==> src/rtl/audio_pkg.sv <==
// Shared audio-path types and defaults for the voice mixer and the effects chain.
package audio_pkg;
  localparam int DEFAULT_NUM_VOICES = 8;
  localparam int DEFAULT_SAMPLE_W   = 16;

  typedef logic signed [DEFAULT_SAMPLE_W-1:0] sample_t;

  typedef enum logic [1:0] {IDLE, SCAN, REQ, OUT} mix_state_t;

  localparam sample_t SAMPLE_MAX = sample_t'(2**(DEFAULT_SAMPLE_W-1) - 1);
  localparam sample_t SAMPLE_MIN = sample_t'(-(2**(DEFAULT_SAMPLE_W-1)));
endpackage

==> src/rtl/sat_clamp.sv <==
// Combinational signed saturation from a wide accumulator down to sample width.
module sat_clamp #(
  parameter int IN_W  = 19,
  parameter int OUT_W = 16
) (
  input  logic signed [IN_W-1:0]  din,
  output logic signed [OUT_W-1:0] dout
);
  localparam logic signed [IN_W-1:0] MAX_IN = {{(IN_W-OUT_W+1){1'b0}}, {(OUT_W-1){1'b1}}};
  localparam logic signed [IN_W-1:0] MIN_IN = {{(IN_W-OUT_W+1){1'b1}}, {(OUT_W-1){1'b0}}};

  always_comb begin
    dout = din[OUT_W-1:0];
    if (din > MAX_IN) begin
      dout = {1'b0, {(OUT_W-1){1'b1}}};
    end else if (din < MIN_IN) begin
      dout = {1'b1, {(OUT_W-1){1'b0}}};
    end
  end
endmodule

==> src/rtl/voice_mix_scheduler.sv <==
// Per-sample frame sequencer: scans enabled voices, accumulates their samples and
// hands one saturated mix to the output stage.
//
//   state | meaning
//   IDLE  | waiting for a sample_tick rising edge
//   SCAN  | testing latched enable for voice idx
//   REQ   | requesting voice idx, waiting for voice_ack
//   OUT   | presenting the clamped mix until accepted
module voice_mix_scheduler
  import audio_pkg::*;
#(
  parameter int NUM_VOICES = DEFAULT_NUM_VOICES,
  parameter int SAMPLE_W   = DEFAULT_SAMPLE_W,
  parameter int IDX_W      = $clog2(NUM_VOICES),
  parameter int ACC_W      = SAMPLE_W + IDX_W
) (
  input  logic                       Clk,
  input  logic                       Reset,
  input  logic                       sample_tick,
  input  logic [NUM_VOICES-1:0]      voice_enable,
  output logic                       voice_req,
  output logic [IDX_W-1:0]           voice_idx,
  input  logic                       voice_ack,
  input  logic signed [SAMPLE_W-1:0] voice_data,
  output logic signed [SAMPLE_W-1:0] out_sample,
  output logic                       out_valid,
  input  logic                       out_ready,
  output logic                       busy,
  output logic                       overrun
);
  localparam logic [IDX_W-1:0] LAST_IDX = IDX_W'(NUM_VOICES - 1);

  mix_state_t                state, state_nxt;
  logic                      tick_q;
  logic                      tick_edge;
  logic [IDX_W-1:0]          idx;
  logic [NUM_VOICES-1:0]     en_lat;
  logic signed [ACC_W-1:0]   acc;
  logic signed [SAMPLE_W-1:0] clamp_out;

  assign tick_edge = sample_tick & ~tick_q;

  sat_clamp #(
    .IN_W  (ACC_W),
    .OUT_W (SAMPLE_W)
  ) u_sat_clamp (
    .din  (acc),
    .dout (clamp_out)
  );

  always_ff @(posedge Clk or posedge Reset) begin
    if (Reset) begin
      state <= IDLE;
    end else begin
      state <= state_nxt;
    end
  end

  always_comb begin
    state_nxt = state;
    case (state)
      IDLE: if (tick_edge) state_nxt = SCAN;
      SCAN: begin
        if (en_lat[idx]) begin
          state_nxt = REQ;
        end else if (idx == LAST_IDX) begin
          state_nxt = OUT;
        end
      end
      REQ: begin
        if (voice_ack) begin
          state_nxt = (idx == LAST_IDX) ? OUT : SCAN;
        end
      end
      OUT: if (out_valid && out_ready) state_nxt = IDLE;
      default: state_nxt = IDLE;
    endcase
  end

  // voice_req is decoded from state so reset removes it without waiting for a clock.
  always_comb begin
    voice_req = 1'b0;
    busy      = 1'b0;
    voice_idx = idx;
    if (state == REQ) voice_req = 1'b1;
    if (state != IDLE) busy = 1'b1;
  end

  always_ff @(posedge Clk or posedge Reset) begin
    if (Reset) begin
      tick_q     <= 1'b0;
      idx        <= '0;
      en_lat     <= '0;
      acc        <= '0;
      out_sample <= '0;
      out_valid  <= 1'b0;
      overrun    <= 1'b0;
    end else begin
      tick_q  <= sample_tick;
      overrun <= tick_edge && (state != IDLE);
      case (state)
        IDLE: begin
          if (tick_edge) begin
            en_lat <= voice_enable;
            acc    <= '0;
            idx    <= '0;
          end
        end
        SCAN: begin
          if (!en_lat[idx] && (idx != LAST_IDX)) idx <= idx + 1'b1;
        end
        REQ: begin
          if (voice_ack) begin
            acc <= acc + {{IDX_W{voice_data[SAMPLE_W-1]}}, voice_data};
            if (idx != LAST_IDX) idx <= idx + 1'b1;
          end
        end
        OUT: begin
          // First OUT cycle captures the final accumulator, which includes the last ack.
          if (!out_valid) begin
            out_sample <= clamp_out;
            out_valid  <= 1'b1;
          end else if (out_ready) begin
            out_valid <= 1'b0;
          end
        end
        default: ;
      endcase
    end
  end
endmodule

==> config.mk <==
export PLATFORM = sky130hd
export DESIGN_NAME = voice_mix_scheduler
export DESIGN_NICKNAME = d
export VERILOG_FILES = /design/src/rtl/audio_pkg.sv /design/src/rtl/sat_clamp.sv /design/src/rtl/voice_mix_scheduler.sv
export SDC_FILE = /design/constraint.sdc
export NUM_CORES = 1
export LEC_CHECK = 0
export CAP_MARGIN = 30
export CORE_MARGIN = 2
export CORE_UTILIZATION = 45
export DETAILED_ROUTE_END_ITERATION = 10
export DONT_BUFFER_PORTS = 1
export PLACE_DENSITY = 0.59
export SETUP_SLACK_MARGIN = 0.5
export SLEW_MARGIN = 20
export SYNTH_ARGS = -nofsm -noshare
export SYNTH_HDL_FRONTEND = slang
export SYNTH_SLANG_ARGS = --single-unit
==> constraint.sdc <==
create_clock -name Clk -period 3.7 [get_ports Clk]
set_clock_uncertainty 0.2 [all_clocks]
set_input_delay 0.74 -clock Clk [delete_from_list [all_inputs] [get_ports Clk]]
set_output_delay 0.74 -clock Clk [all_outputs]
set_load 0.03 [all_outputs]
# == Word level (Yosys, flattened, before mapping) ==
# Cells that the tools add are included.
# word_totals
rom_bits,0
in_bits,29
latchBits,0
regBits,51
n_memories,0
output_inout_bits,23
mem_bits_rw,0
# op_classes
bitwise_logic,3
mul,0
n_addsub,2
n_lt_le_gt_ge,3
shifts,0
n_eq_ne,11
div_mod_pow,0
reduce_logical,13
n_mux,23
# ops
operator,count
19-bit two-way mux,2
19-bit case mux with 2 select lines,1
16-bit two-way mux,2
19-bit adder,1
19-bit by 16-bit > comparator with 1-bit output (second input constant),1
19-bit by 16-bit less-than comparator with 1-bit output (second input constant),1
2-bit two-way mux,6
3-bit two-way mux,4
3-bit case mux with 3 select lines,1
2-bit != test (second input constant),4
2-bit case mux with 4 select lines,1
3-bit != test (second input constant),2
1-bit two-way mux,5
5-bit AND reduction,1
2-bit == test (second input constant),2
3-bit by 4-bit less-than comparator with 1-bit output (second input constant),1
2-bit AND reduction,2
4-bit AND reduction,1
2-bit nonzero test,2
3-bit by 1-bit adder with 3-bit output (second input constant),1
1-bit binary-select mux with 3-bit select,1
3-bit == test (second input constant),1
1-bit logical AND,3
3-bit AND reduction,1
other kinds (7),8

# == Longest topological paths before layout ==
# Gate-level depths: netlist of the first run.
# depth
ltp_word,6
depth_mapped,10
mapped_depth_nobuf,10

# == By module ==
# A second synthesis of the first run with hierarchy kept.
# unflattened
hier_cells,354
area_unflattened_um2,3448.3
# modules_own_cells
mod,cells_per_inst,n_inst,area_per_inst_um2
voice_mix_scheduler,298,1,3074.2
sat_clamp,56,1,374.1

# == Least setup slack after synthesis of the first run ==
# Ideal clock, no wire load.
# synth_path
path_kind,input -> register
from,in voice_data[0]
to,reg acc[18]
stages,10
required_time_ps,3418
setup_time_ps,82
path_slack_ps,741
t_arrival_ps,2676
cell_sequence,ha_1 > fa_1 > a21oi_1 > o21ai_2 > a31oi_4 > o221ai_2 > a221oi_2 > xor2_1 > a21oi_1 > o22ai_1
# synth_between
elab_chain_len,3
# synth_rtl
element,line_no,rtl
"start, declared",voice_mix_scheduler.sv:24,"input logic signed [SAMPLE_W-1:0] voice_data,"
19-bit adder,voice_mix_scheduler.sv:114,"acc <= acc + {{IDX_W{voice_data[SAMPLE_W-1]}}, voice_data};"
19-bit two-way mux,voice_mix_scheduler.sv:113,if (voice_ack) begin
19-bit case mux with 2 select lines,voice_mix_scheduler.sv:101,case (state)
"end signal, assigned",voice_mix_scheduler.sv:114,
"end, declared",voice_mix_scheduler.sv:38,logic signed [ACC_W-1:0] acc;
# Every way passes these cells. The select of a mux whose other input is x is not followed.
# A chain may end at the register's enable or synchronous reset.

# == Worst setup path in the final report of the first run ==
# Same ends and word-level chain as after synthesis.

==> metrics.md, run 1 <==
| Metric | Value |
|---|---|
| Post-synth EDFFs | 0 |
| Die area | 7238 µm² |
| I/O pin count | 52 |
| Detail Placement HPWL | 4566 µm |
| Sequential area share after synthesis | 0.4315 |
| PD cells | 800.2 nW/µm² |
| Slew Viols, Final | 0 |
| Via/cell ratio | 5.671 |
| Distinct cells, synth | 42 |
| Final Wtd Congestion | 0.7591 |
| Overflow after GRT | 0 |
| CP Launch Type | primary input |
| Main synth FF type | dfrtp_1 |
| Clk Latency, worst-skew pair | 0.30 ns |
| H-tree Lvls | 2 |
| Fin util | 0.4958 |
| VDD IR max | 0.4172 mV |
| Initial core utilization | 0.4658 |
| Vias in the first global route | 2136 |
| Layout cells sized above 1 | 0.1088 |
| CP max FO | 3 |
| Post-route minimum period | 2.844 ns |
| Vias | 2104 |
| Antenna diodes | 0 |
| Worst Setup SP | voice_data[0] |
| Hold slack final | 0.2172 ns |
| Initial antenna violation count | 0 |
| FP Rows | 29 |
| # hold bufs at CTS | 0 |
| GRT Util Overall | 0.1811 |
| Die height | 85.08 µm |
| Dpl ws | 0.5291 ns |
| Max Clk Rate | 0.3516 GHz |
| RSZ-0062 raised after global routing | false |
| Outcome | completed |
| R2R setup slack | 0.88 ns |
| Slew HR | 0.4050 |
| CTS tree | built |
| Drt wl/cell | 16.44 µm |
| DRT antenna net count | 0 |
| Clock root buffer | clkbuf_8 |
| Yosys warnings | 0 |
| Final setup TNS | 0 ns |
| Floorplan die width | 85.08 µm |
| Max-cap violation count | 0 |
| Final critical-path share of the clock period | 0.7687 |
| Arr. time, crit path | 2.87 ns |
| Reg2Reg Depth | 10 |
| Post-synthesis cell area | 2958 µm² |
| # setup viols final | 0 |
| Cells after Synth | 293 |
| Clock Sinks | 51 |
| R2R Path Start | acc[0] |
| Crit path required time | 3.73 ns |
| Drt first pass iters | 4 |
| DR DRC count | 0 |
| Placed insts | 363 |
| Post-CTS Setup Inserts | 0 |
| Worst setup EP type | flop |
| Starting DRT DRC Count | 89 |
| CTS clk-pin slew, worst paths | 0.09 ns |
| Largest net degree at the start of global routing | 31 |
| Layout Nets | 348 |
| Final hold vios | 0 |
| First-pass GRT wire length | 10380 µm |
| Final worst slack | 0.8559 ns |
| Most frequent cells in the layout | nand2_1, dfrtp_1, o21ai_0, ha_1, a21oi_1 |
| R2r endpoint | acc[18] |
| Hold WC Path Type | primary input to asynchronous set/reset pin |
| CTS max path bufs | 2 |
| Syn Nets | 348 |
| P_leak | 0.001529 µW |
| Area grow syn2layout | 6.430% |
| Final wirelength | 6099 µm |
| Buffers on Ports | 0 |
| Slew @ Worst Pin | 0.8893 ns |
| Post-synthesis async set-or-reset flop share | 1.000 |
| Crit Path Class | primary input to flop |
| #FFs+latches synth | 51 |
| Layout Cells excl Fill | 371 |
| Cts repair resizes | 0 |
| Cts bufs inserted | 5 |
| Syn_area_per_cell | 10.10 µm² |
| Core area | 6350 µm² |
## cells in the mapped netlist, types with 2 or more instances
library cell   n  share of area
xnor2_1       10          0.030
nand2b_1       5          0.011
nor3_1         2         0.0034
a31oi_1        2         0.0042
nor2_1         6         0.0076
clkbuf_1      11          0.014
ha_1          25           0.11
a32o_1         2         0.0068
o21ai_1        2         0.0034
nand4_1        3         0.0063
nand3_1        3         0.0051
or2_2          2         0.0042
a21oi_1       17          0.029
o21bai_1       2         0.0051
xor2_1         4          0.012
o22ai_1        2         0.0042
o21ai_0       28          0.047
dfrtp_1       51           0.43
or3_1          2         0.0042
mux4_2         2          0.015
mux2_2        10          0.038
inv_1         11          0.014
nand2_1       51          0.065
a22o_1        15          0.044
a21o_1         6          0.015
o21a_1         3         0.0076
## area by class of cell
type | instances | area, µm²
fill | 604 | 3202
multi-input combinational | 220 | 1599
sequential | 51 | 1276
tap | 77 | 96.34
clock buffer | 6 | 72.57
timing repair buffer | 4 | 50.05
inverter | 11 | 41.29
clock inverter | 2 | 12.51
## logic make-up (layout without fill, tap and decap cells)
logic type / Yosys count / count (layout) / share of synthesized area
AO/OA/AOI/OAI: 90 / 90 / 0.2157
XOR/XNOR: 14 / 14 / 0.04145
adder cells (fa/ha/maj): 26 / 26 / 0.1125
buffers and inverters: 22 / 23 / 0.02792
flip-flops: 51 / 51 / 0.4315
multiplexers: 12 / 12 / 0.05330
AND/OR/NAND/NOR: 78 / 78 / 0.1176
## worst max-delay path by stage
| stage | endpoint | slack [ns] | cells after the start |
|---|---|---|---|
| 2_1_floorplan | acc[18] | 0.74 | 10 |
| 3_3_place_gp | acc[18] | 0.59 | 10 |
| 3_5_place_dp | acc[18] | 0.53 | 10 |
| 4_1_cts | acc[18] | 0.85 | 10 |
| 5_1_grt | acc[18] | 0.69 | 10 |
| 6_report | acc[18] | 0.86 | 10 |
## through the flow
step	total power (µW)	cell area [µm²]
2_1_floorplan	1976	2958
3_3_place_gp	2196	3035
3_5_place_dp	2225	3063
4_1_cts	2546	3148
5_1_grt	2742	3148
6_report	2519	3148
## flip-flops by register name, indices dropped and copies added, names as in the netlist
name	count
voice_idx	3
tick_q	1
out_sample	16
en_lat	8
overrun	1
state	2
out_valid	1
acc	19
## per-layer routing
layer | wire, µm | track usage | part of all wire | vias to the layer above
met5 | 0 | 0 | 0 | -
met1 | 2997 | 0.2512 | 0.49 | 1006
li1 | - | - | - | 1055
met4 | 78 | 0.05195 | 0.013 | 0
met2 | 2776 | 0.2841 | 0.46 | 36
met3 | 245 | 0.04280 | 0.040 | 7
## where the power goes
group	switching (µW)	internal (µW)	leakage [µW]	total [µW]
sequential	359	766	0.000664	1120
clock	184	133	0.0000412	316
combinational	610	468	0.000823	1080
## critical path, cell delays in order
cell and delay (ns):
ha_1 0.21, fa_1 0.41, a21oi_1 0.28, o21ai_2 0.13
a31oi_4 0.19, o221ai_2 0.16, a221oi_2 0.32, xor2_1 0.21
a21oi_1 0.08, o22ai_1 0.13
Power figures use the tool's default switching activity.
==> run 2: changes to the inputs <==
--- a/config.mk
+++ b/config.mk
@@ -10,7 +10,7 @@
 export CORE_UTILIZATION = 45
 export DETAILED_ROUTE_END_ITERATION = 10
 export DONT_BUFFER_PORTS = 1
-export PLACE_DENSITY = 0.59
+export PLACE_DENSITY = 0.61
 export SETUP_SLACK_MARGIN = 0.5
 export SLEW_MARGIN = 20
 export SYNTH_ARGS = -nofsm -noshare
==> constraint.sdc (replaced) <==
create_clock -name Clk -period 2.6 [get_ports Clk]
set_clock_uncertainty 0.2 [all_clocks]
set_input_delay 0.52 -clock Clk [delete_from_list [all_inputs] [get_ports Clk]]
set_output_delay 0.52 -clock Clk [all_outputs]
set_load 0.03 [all_outputs]
==> run 2 against run 1 <==
  * The run now ends with negative setup slack left
  * Final cell count grew 5.9%
  * Flip-flop and latch count did not move
  * First-iteration DRC count fell by 33%
  * Global-route usage grew 0.16 points
  * Critical path depth fell by 1
  * Critical path type is now flop to flop
==> metrics.md, run 2 (same netlist as run 1, synthesis figures left out) <==
| Metric | Value |
|---|---|
| CP max FO | 4 |
| Combinational share of power | 0.481 |
| # fillers | 545 |
| Drt first pass iters | 5 |
| Layout Nets | 370 |
| Slew HR | 0.7220 |
| Slowest-stage cell, CP | dfrtp_1 |
| Biggest register | acc |
| Core area | 6350 µm² |
| Crit Path Class | flop to flop |
| CTS max path bufs | 2 |
| Max Clk Rate | 0.3832 GHz |
| P_leak | 0.001678 µW |
| DP Area | 3187 µm² |
| Final wirelength | 6449 µm |
| Clk Latency, worst-skew pair | 0.31 ns |
| Initial antenna violation count | 0 |
| GRT Util Overall | 0.1828 |
| Overflow after GRT | 0 |
| FP Rows | 29 |
| DR DRC count | 0 |
| PD cells | 1195 nW/µm² |
| Hold Path Stages | 0 |
| R2R Path Start | acc[4] |
| Layout cells sized above 1 | 0.2627 |
| Clock Sinks | 51 |
| Worst Setup SP | acc[4] |
| Final Wtd Congestion | 0.8441 |
| Total power | 4251 µW |
| Final worst slack | -0.009828 ns |
| Vias | 2238 |
| H-tree Lvls | 2 |
| Via/cell ratio | 5.695 |
| Outcome | finished, violations left |
| Starting DRT DRC Count | 60 |
| Worst-path cell chain | ha_4, a2111oi_4, buf_4, o21ai_4, a41oi_4, o21ai_2, a21oi_2, nor4b_1, or3_1 |
| Switching power | 1871 µW |
| Largest regs | acc (19), out_sample (16), en_lat (8) |
| Die height | 85.08 µm |
| Commonest non-fill, non-tap cell in the layout | nand2_1 |
| Crit path required time | 2.59 ns |
| Cell internal pwr | 2380 µW |
| Slew @ Worst Pin | 0.4170 ns |
| CP Launch Type | flop |
| Largest net degree at the start of global routing | 27 |
| Violated checks | negative setup slack |
| First-pass GRT wire length | 10770 µm |
| Final hold vios | 0 |
| # setup viols final | 1 |
| CTS clk-pin slew, worst paths | 0.10 ns |
| Worst setup EP type | flop |
| Finished Cell Area | 3557 µm² |
| DRT antenna net count | 0 |
| Cts bufs inserted | 5 |
| Final critical-path share of the clock period | 1.004 |
| I/O pin count | 52 |
| Min-delay src | sample_tick |
| Sequential Power Share | 0.378 |
| Critical path's largest stage delay | 0.43 ns |
| Final setup TNS | -0.009828 ns |
| Post-route minimum period | 2.610 ns |
| Drt wl/cell | 16.41 µm |
| Sw Share | 0.4401 |
| RSZ-0062 raised after global routing | true |
| Fin util | 0.5602 |
| Detail Placement HPWL | 4589 µm |
| Clock share of power | 0.141 |
| Floorplan die width | 85.08 µm |
| Vias in the first global route | 2370 |
| Slew Viols, Final | 0 |
| Initial core utilization | 0.4658 |
| Clock root buffer | clkbuf_8 |
| Hold WC Path Type | primary input to flop |
| Area grow syn2layout | 20.26% |
| Max reg flops | 19 |
| Buffers on Ports | 0 |
| VDD IR max | 0.6533 mV |
| Max-cap violation count | 0 |
| Arr. time, crit path | 2.60 ns |
| Die area | 7238 µm² |
| Antenna diodes | 0 |
| Most frequent cells in the layout | nand2_1, dfrtp_1, ha_1, buf_4, o21ai_0 |
| CTS tree | built |
| Reg2Reg Depth | 9 |
run 2: metrics by stage:
step / setup slack (ns) / cells / hold slack, ns
after CTS: 0.06346 / 387 / 0.02071
final: -0.009828 / 393 / 0.03388
after detailed placement: -0.04347 / 374 / 0.2873
after global placement: -0.01821 / 374 / 0.2831
after floorplan: 0.02331 / 293 / 0.2694
after global routing: -0.08258 / 393 / 0.01551
run 2: cell type report:
class	count	area [µm²]	share of cell area
clock buffers	6	82.58	0.02321
clock inverters	2	38.79	0.01090
inverters	11	41.29	0.01161
multi-input cells	220	1802	0.5065
flip-flops and latches	51	1280	0.3598
well taps	77	96.34	0.02708
repair buffers	26	216.5	0.06085
run 2: worst paths after layout:
path,slack [ns],to
max in group asynchronous,1.39,state[0]
worst max register to register,-0.01,acc[15]
min in group asynchronous,0.53,out_sample[1]
worst max-delay path,-0.01,acc[15]
worst min-delay path,0.03,tick_q
worst min register to register,0.31,en_lat[2]
run 2: layer usage:
layer  track usage  part of all wire  vias to the layer above  routed length (µm)
li1              -                 -                     1100                   -
met1        0.2307              0.45                     1072                2920
met2        0.3075              0.48                       54                3100
met3       0.05058             0.049                       12                 319
met4       0.05195             0.017                        0                 110
met5             0                 0                        -                   0
run 2: critical path, delay by kind of cell (launching register included):
| family | cells | cell delay [ns] |
|---|---|---|
| flip-flops | 1 | 0.43 |
| AND/OR/NAND/NOR | 2 | 0.43 |
| adder cells (fa/ha/maj) | 1 | 0.25 |
| AO/OA/AOI/OAI | 5 | 0.99 |
| buffers and inverters | 1 | 0.18 |
run 2: repair_timing:
action	4_1_cts	5_1_grt
setup endpoints to repair	33	33
gates resized for setup	11	29
hold buffers	1	0
setup buffers	4	5
pin swaps	19	13
endpoints found under the hold margin	51	0
gates cloned	0	1
run 2: power groups by stage:
stage / Combinational (µW) / Clock [µW] / Sequential (µW)
2_1_floorplan: 1350 / 0 / 1550
3_3_place_gp: 1660 / 0 / 1620
3_5_place_dp: 1690 / 0 / 1630
4_1_cts: 1780 / 612 / 1610
5_1_grt: 2280 / 632 / 1660
6_report: 2040 / 598 / 1610
